`config.mk`:
```
export PLATFORM = sky130hd
export DESIGN_NAME = operand_fwd_ctrl_flat
export DESIGN_NICKNAME = d
export VERILOG_FILES = /design/src/rtl/operand_fwd_ctrl_if.sv /design/src/rtl/operand_fwd_ctrl.sv /design/src/flat_wrapper.sv
export SDC_FILE = /design/constraint.sdc
export NUM_CORES = 1
export LEC_CHECK = 0
export ABC_CLOCK_PERIOD_IN_PS = 2050
export CAP_MARGIN = 20
export CORE_MARGIN = 2
export CORE_UTILIZATION = 50
export DETAILED_ROUTE_END_ITERATION = 6
export PLACE_DENSITY_LB_ADDON = 0.08
export SLEW_MARGIN = 20
export SYNTH_ARGS = -nofsm -noshare
export SYNTH_HDL_FRONTEND = slang
export SYNTH_SLANG_ARGS = --single-unit
```
`constraint.sdc`:
```
create_clock -name clk -period 2.05 [get_ports clk]
set_clock_uncertainty 0.2 [all_clocks]
set_input_delay 0.41 -clock clk [delete_from_list [all_inputs] [get_ports clk]]
set_output_delay 0.41 -clock clk [all_outputs]
set_load 0.005 [all_outputs]
```
`src/rtl/operand_fwd_ctrl_if.sv`:
```
// rtl/operand_fwd_ctrl_if.sv - issue/select bundle between ID stage and operand forwarding controller (FWD_STATS_EN adds stats)
interface operand_fwd_ctrl_if #(
    parameter int REG_AW = 4
);
    logic              issue_valid;
    logic              issue_we;
    logic              issue_load;
    logic [REG_AW-1:0] issue_rd;
    logic [REG_AW-1:0] issue_rs_a;
    logic [REG_AW-1:0] issue_rs_b;
    logic              stall;
    logic              flush;
    logic [1:0]        sel_a;
    logic [1:0]        sel_b;
    logic              ex_valid;
    logic              hazard;
`ifdef FWD_STATS_EN
    logic [15:0]       fwd_count;
    logic [15:0]       bubble_count;
`endif

    // ID/IF side: presents instructions, consumes selects and stall request
    modport master (
        output issue_valid, issue_we, issue_load, issue_rd, issue_rs_a, issue_rs_b,
        output stall, flush,
        input  sel_a, sel_b, ex_valid, hazard
`ifdef FWD_STATS_EN
        , input fwd_count, bubble_count
`endif
    );

    // Controller side
    modport slave (
        input  issue_valid, issue_we, issue_load, issue_rd, issue_rs_a, issue_rs_b,
        input  stall, flush,
        output sel_a, sel_b, ex_valid, hazard
`ifdef FWD_STATS_EN
        , output fwd_count, bubble_count
`endif
    );
endinterface

```
`src/rtl/operand_fwd_ctrl.sv`:
```
// rtl/operand_fwd_ctrl.sv - EX operand forwarding select and load-use bubble controller (optional FWD_STATS_EN counters)
module operand_fwd_ctrl #(
    parameter int REG_AW   = 4,
    parameter bit ZERO_REG = 1'b1
) (
    input  logic               clk,
    input  logic               rst_n,
    operand_fwd_ctrl_if.slave  fwd
);

    // Shadow pipeline: s1 = EX, s2 = MEM, s3 = WB.
    // The load flag only matters while the producer sits in EX (its data is
    // not ready until end of MEM), so it is kept for s1 only.
    logic              r_s1_valid, r_s1_we, r_s1_load;
    logic [REG_AW-1:0] r_s1_rd;
    logic              r_s2_valid, r_s2_we;
    logic [REG_AW-1:0] r_s2_rd;
    logic              r_s3_valid, r_s3_we;
    logic [REG_AW-1:0] r_s3_rd;

    logic [1:0]        r_sel_a, r_sel_b;
    logic              r_ex_valid;

    logic              w_s1_live, w_s2_live, w_s3_live;
    logic              w_hazard;
    logic              w_advance;
    logic              w_issue_take;
    logic [1:0]        w_sel_a, w_sel_b;

    function automatic logic is_live(input logic v, input logic we, input logic [REG_AW-1:0] rd);
        return v && we && !(ZERO_REG && (rd == '0));
    endfunction

    // Youngest in-flight producer wins; register 0 never forwards
    function automatic logic [1:0] pick_sel(
        input logic              valid,
        input logic [REG_AW-1:0] rs,
        input logic              l1, input logic [REG_AW-1:0] rd1,
        input logic              l2, input logic [REG_AW-1:0] rd2,
        input logic              l3, input logic [REG_AW-1:0] rd3
    );
        if (!valid || (ZERO_REG && (rs == '0))) return 2'd0;
        if (l1 && (rs == rd1)) return 2'd1;
        if (l2 && (rs == rd2)) return 2'd2;
        if (l3 && (rs == rd3)) return 2'd3;
        return 2'd0;
    endfunction

    assign w_s1_live = is_live(r_s1_valid, r_s1_we, r_s1_rd);
    assign w_s2_live = is_live(r_s2_valid, r_s2_we, r_s2_rd);
    assign w_s3_live = is_live(r_s3_valid, r_s3_we, r_s3_rd);

    assign w_hazard  = fwd.issue_valid && w_s1_live && r_s1_load &&
                       ((fwd.issue_rs_a == r_s1_rd) || (fwd.issue_rs_b == r_s1_rd));
    assign w_advance = !fwd.stall && !w_hazard;
    assign w_issue_take = w_advance && !fwd.flush;

    // Select values for the instruction in ID, from the pre-edge shadow slots
    always_comb begin
        w_sel_a = 2'd0;
        w_sel_b = 2'd0;
        w_sel_a = pick_sel(fwd.issue_valid, fwd.issue_rs_a,
                           w_s1_live, r_s1_rd, w_s2_live, r_s2_rd, w_s3_live, r_s3_rd);
        w_sel_b = pick_sel(fwd.issue_valid, fwd.issue_rs_b,
                           w_s1_live, r_s1_rd, w_s2_live, r_s2_rd, w_s3_live, r_s3_rd);
    end

    // Shadow pipeline shift; s1 takes the issue or a bubble, everything holds on stall
    always_ff @(posedge clk or negedge rst_n) begin
        if (!rst_n) begin
            r_s1_valid <= 1'b0; r_s1_we <= 1'b0; r_s1_load <= 1'b0; r_s1_rd <= '0;
            r_s2_valid <= 1'b0; r_s2_we <= 1'b0; r_s2_rd <= '0;
            r_s3_valid <= 1'b0; r_s3_we <= 1'b0; r_s3_rd <= '0;
        end else if (!fwd.stall) begin
            r_s3_valid <= r_s2_valid; r_s3_we <= r_s2_we; r_s3_rd <= r_s2_rd;
            r_s2_valid <= r_s1_valid; r_s2_we <= r_s1_we; r_s2_rd <= r_s1_rd;
            if (w_issue_take) begin
                r_s1_valid <= fwd.issue_valid;
                r_s1_we    <= fwd.issue_we;
                r_s1_load  <= fwd.issue_load;
                r_s1_rd    <= fwd.issue_rd;
            end else begin
                r_s1_valid <= 1'b0;
                r_s1_we    <= 1'b0;
                r_s1_load  <= 1'b0;
                r_s1_rd    <= '0;
            end
        end
    end

    // Registered mux selects and EX valid, one cycle ahead of operand use
    always_ff @(posedge clk or negedge rst_n) begin
        if (!rst_n) begin
            r_sel_a    <= 2'd0;
            r_sel_b    <= 2'd0;
            r_ex_valid <= 1'b0;
        end else if (!fwd.stall) begin
            if (w_issue_take) begin
                r_sel_a    <= w_sel_a;
                r_sel_b    <= w_sel_b;
                r_ex_valid <= fwd.issue_valid;
            end else begin
                r_sel_a    <= 2'd0;
                r_sel_b    <= 2'd0;
                r_ex_valid <= 1'b0;
            end
        end
    end

    assign fwd.sel_a    = r_sel_a;
    assign fwd.sel_b    = r_sel_b;
    assign fwd.ex_valid = r_ex_valid;
    assign fwd.hazard   = w_hazard;

`ifdef FWD_STATS_EN
    logic [15:0] r_fwd_count;
    logic [15:0] r_bubble_count;

    // Saturating counters of forwarded issues and load-use bubbles
    always_ff @(posedge clk or negedge rst_n) begin
        if (!rst_n) begin
            r_fwd_count    <= 16'd0;
            r_bubble_count <= 16'd0;
        end else begin
            if (w_issue_take && ((w_sel_a != 2'd0) || (w_sel_b != 2'd0)) &&
                (r_fwd_count != 16'hFFFF))
                r_fwd_count <= r_fwd_count + 16'd1;
            if (!fwd.stall && w_hazard && (r_bubble_count != 16'hFFFF))
                r_bubble_count <= r_bubble_count + 16'd1;
        end
    end

    assign fwd.fwd_count    = r_fwd_count;
    assign fwd.bubble_count = r_bubble_count;
`endif

endmodule
```
`src/flat_wrapper.sv`:
```
// flat-port wrapper written by rule: the top's interface ports become plain ports
module operand_fwd_ctrl_flat 
#(
    parameter int REG_AW   = 4,
    parameter bit ZERO_REG = 1'b1
)
  (clk, rst_n, fwd_issue_valid, fwd_issue_we, fwd_issue_load, fwd_issue_rd, fwd_issue_rs_a, fwd_issue_rs_b, fwd_stall, fwd_flush, fwd_sel_a, fwd_sel_b, fwd_ex_valid, fwd_hazard);
  operand_fwd_ctrl_if #(.REG_AW(REG_AW)) fwd_i ();
  input  logic clk;
  input  logic rst_n;
  input wire logic [$bits(fwd_i.issue_valid)-1:0] fwd_issue_valid;
  input wire logic [$bits(fwd_i.issue_we)-1:0] fwd_issue_we;
  input wire logic [$bits(fwd_i.issue_load)-1:0] fwd_issue_load;
  input wire logic [$bits(fwd_i.issue_rd)-1:0] fwd_issue_rd;
  input wire logic [$bits(fwd_i.issue_rs_a)-1:0] fwd_issue_rs_a;
  input wire logic [$bits(fwd_i.issue_rs_b)-1:0] fwd_issue_rs_b;
  input wire logic [$bits(fwd_i.stall)-1:0] fwd_stall;
  input wire logic [$bits(fwd_i.flush)-1:0] fwd_flush;
  output wire logic [$bits(fwd_i.sel_a)-1:0] fwd_sel_a;
  output wire logic [$bits(fwd_i.sel_b)-1:0] fwd_sel_b;
  output wire logic [$bits(fwd_i.ex_valid)-1:0] fwd_ex_valid;
  output wire logic [$bits(fwd_i.hazard)-1:0] fwd_hazard;
  assign fwd_i.issue_valid = fwd_issue_valid;
  assign fwd_i.issue_we = fwd_issue_we;
  assign fwd_i.issue_load = fwd_issue_load;
  assign fwd_i.issue_rd = fwd_issue_rd;
  assign fwd_i.issue_rs_a = fwd_issue_rs_a;
  assign fwd_i.issue_rs_b = fwd_issue_rs_b;
  assign fwd_i.stall = fwd_stall;
  assign fwd_i.flush = fwd_flush;
  assign fwd_sel_a = fwd_i.sel_a;
  assign fwd_sel_b = fwd_i.sel_b;
  assign fwd_ex_valid = fwd_i.ex_valid;
  assign fwd_hazard = fwd_i.hazard;
  operand_fwd_ctrl #(.REG_AW(REG_AW), .ZERO_REG(ZERO_REG)) u_core (.clk(clk), .rst_n(rst_n), .fwd(fwd_i));
endmodule
```
==> impl_metrics.toml <==
[timing]
setup_viol = 1
drv_slew = 0
grt_setup_unrepaired = "yes"
tightest_slew_ns = 0.4056
hold_viol = 0
worst_slack_ns = -0.2278
fmax_ghz = 0.4390
fin_crit_ns = 2.278
relSlewSlack = 0.7271
hold_ws_ns = 0.2313
fin_crit_sh = 1.111

[synth]
ys_ff_latch = 23
syn-num-nets = 123
synth_cell_types = 15
ys_seq_area_frac = 0.4632
synth_cells = 104
yosys_warnings = 0
syn_area_per_cell_um2 = 11.95
syn_area_mm2 = 0.001242

[routing]
ant_nets = 0
wl_per_cell_um = 16.02
routed_wl_um = 2979
vias = 1031
firstDrtPassIters = 4
drtIter0Drc = 10
post_drt_via_cell_ratio = 5.543
post-route-drc-count = 0

[clock_tree]
path_clk_slew_ns = 0.13
cts_buffers = 3
cts-root-buf = "clkbuf_4"
cts_sinks = 23
cts_hold_buf = 0
cts_buffer_depth = 2
htreeDepth = 1
clock_latency_ns = 0.31
cts_tree = "done"

[power_and_ir_drop]
intPower_mw = 0.7160
power_leakage_nw = 0.8533
power_density_mw_per_mm2 = 571.4
p_comb_frac = 0.250
power_frac_clock = 0.213
swShare = 0.2942
p_total_mw = 1.014
ir_drop_v = 0.0005289
switchingPower_mw = 0.2985
p_seq_frac = 0.537

[die]
die_y_um = 53.85
initial_core_util = 0.5156
coreArea_mm2 = 0.002410
ios = 25
rows = 18
chipWidth_um = 53.85
die_area_mm2 = 0.002900

[global_routing]
grt_use_total = 0.2306
first_global_vias = 1045
overflow = 0
antenna_found_initial = 0
grt_max_degree = 24
grt_pass1_wl_um = 4636

[cells_and_area]
nFillCells = 174
drive_gt1_frac = 0.3397
fin_nets = 176
final_cell_mix = "24 x xor2_1, 24 x buf_4, 22 x dfrtp_1, 15 x clkdlybuf4s50_1, 12 x mux2_2"
multiInputGateArea_um2 = 669.4
antennaDiodeCount = 0
syn2layout_area_growth_pct = 42.90
regArea_um2 = 576.8
stdcell_area_mm2 = 0.001775

[setup_path]
path_max_fanout = 3
crit_arrival_ns = 1.67
start_kind = "flip-flop"
cp.required_ns = 1.44
cp-end-kind = "output pin"
path_class = "reg2out"

[job]
maxCapViolCount = 0

[status]
violations = "negative setup slack"
status = "finished with violations"

[place]
hpwl_um = 2296
portBuffers = 24
dpl-instance-area_mm2 = 0.001698
gp_congestion = 0.8079

[min_path]
hold_class = "in2async"
cells by family after synthesis:
kind of cell,Yosys count,share of synthesized area
buffers and inverters,3,0.01209
muxes,12,0.1088
xor gates and xnor gates,24,0.1692
and+or+nand+nor,26,0.1309
AOI/OAI and AO/OA,16,0.1158
DFF,23,0.4632
worst paths after layout:
check | from | end | slack [ns] | cells after the start
worst max-delay path | u_core.r_s1_rd[0] | fwd_hazard | -0.23 | 4
worst min-delay path | rst_n | u_core.r_s3_rd[0] | 0.23 | 2
worst max register to register | u_core.r_s1_rd[1] | u_core.r_s1_rd[2] | 0.04 | 7
worst min register to register | u_core.r_s3_valid | u_core.r_s3_valid | 0.32 | 1
max in group asynchronous | rst_n | u_core.r_s1_rd[2] | 1.17 | 2
min in group clk | u_core.r_s3_valid | u_core.r_s3_valid | 0.32 | 1
Yosys cell counts, drive strengths merged:
| library cell | n | area (um^2) |
|---|---|---|
| clkbuf | 2 | 7.510 |
| nor2 | 4 | 15.01 |
| dfrtp | 23 | 575.6 |
| a32o | 2 | 20.02 |
| a22o | 11 | 96.34 |
| a22oi | 2 | 15.01 |
| buf | 1 | 7.510 |
| mux2 | 12 | 135.1 |
| nand2 | 8 | 30.03 |
| o2111a | 1 | 12.51 |
| nor4 | 11 | 81.32 |
| xor2 | 24 | 210.2 |
| nor3 | 3 | 36.29 |
layout make-up:
type                    instances  area share
clock inverters                 1    0.004228
well taps                      30     0.02114
flip-flops and latches         23      0.3249
multi-input cells              78      0.3770
repair buffers                 51      0.2600
clock buffers                   3     0.01269
stage by stage:
stage,cells,worst slack [ns],TNS (ns),util
4_1_cts,185,-0.2027,-0.2027,0.7207
3_3_place_gp,179,-0.7071,-4.090,0.7046
6_report,186,-0.2278,-0.2278,0.7368
3_5_place_dp,179,-0.7677,-4.751,0.7046
5_1_grt,186,-0.3131,-0.7093,0.7368
2_1_floorplan,104,0.2025,0,-
power by group through the flow:
stage	Combinational (mW)	Sequential (mW)	Clock (mW)
2_1_floorplan	0.123	0.540	0
3_3_place_gp	0.233	0.550	0
3_5_place_dp	0.242	0.552	0
4_1_cts	0.244	0.543	0.223
5_1_grt	0.275	0.551	0.244
6_report	0.253	0.545	0.216
flip-flops by register name, summed over array words and instances (netlist names):
signal / cells
u_core.fwd.ex_valid: 1
u_core.fwd.sel_a: 2
u_core.fwd.sel_b: 2
u_core.r_s1_load: 1
u_core.r_s1_rd: 4
u_core.r_s1_we: 1
u_core.r_s2_rd: 4
u_core.r_s2_valid: 1
u_core.r_s2_we: 1
u_core.r_s3_rd: 4
u_core.r_s3_valid: 1
u_core.r_s3_we: 1
per-layer routing:
metal  GRT usage  vias up  part of all wire
met5           0        -                 0
met4     0.07692        0             0.016
met3     0.03611        6             0.042
met2      0.3821       29              0.48
met1      0.3074      506              0.46
li1            -      490                 -
critical path: stages, from the launching register on:
cell and delay (ns):
dfrtp_1 0.45, xor2_1 0.17, nor4_2 0.35, o2111a_2 0.29, buf_6 0.10
what timing repair did:
item | 4_1_cts | 5_1_grt
gates cloned | 0 | 0
pin swaps | 5 | 9
setup buffers | 2 | 2
resized for setup | 11 | 8
setup endpoints to repair | 11 | 12
Power figures use the tool's default switching activity.
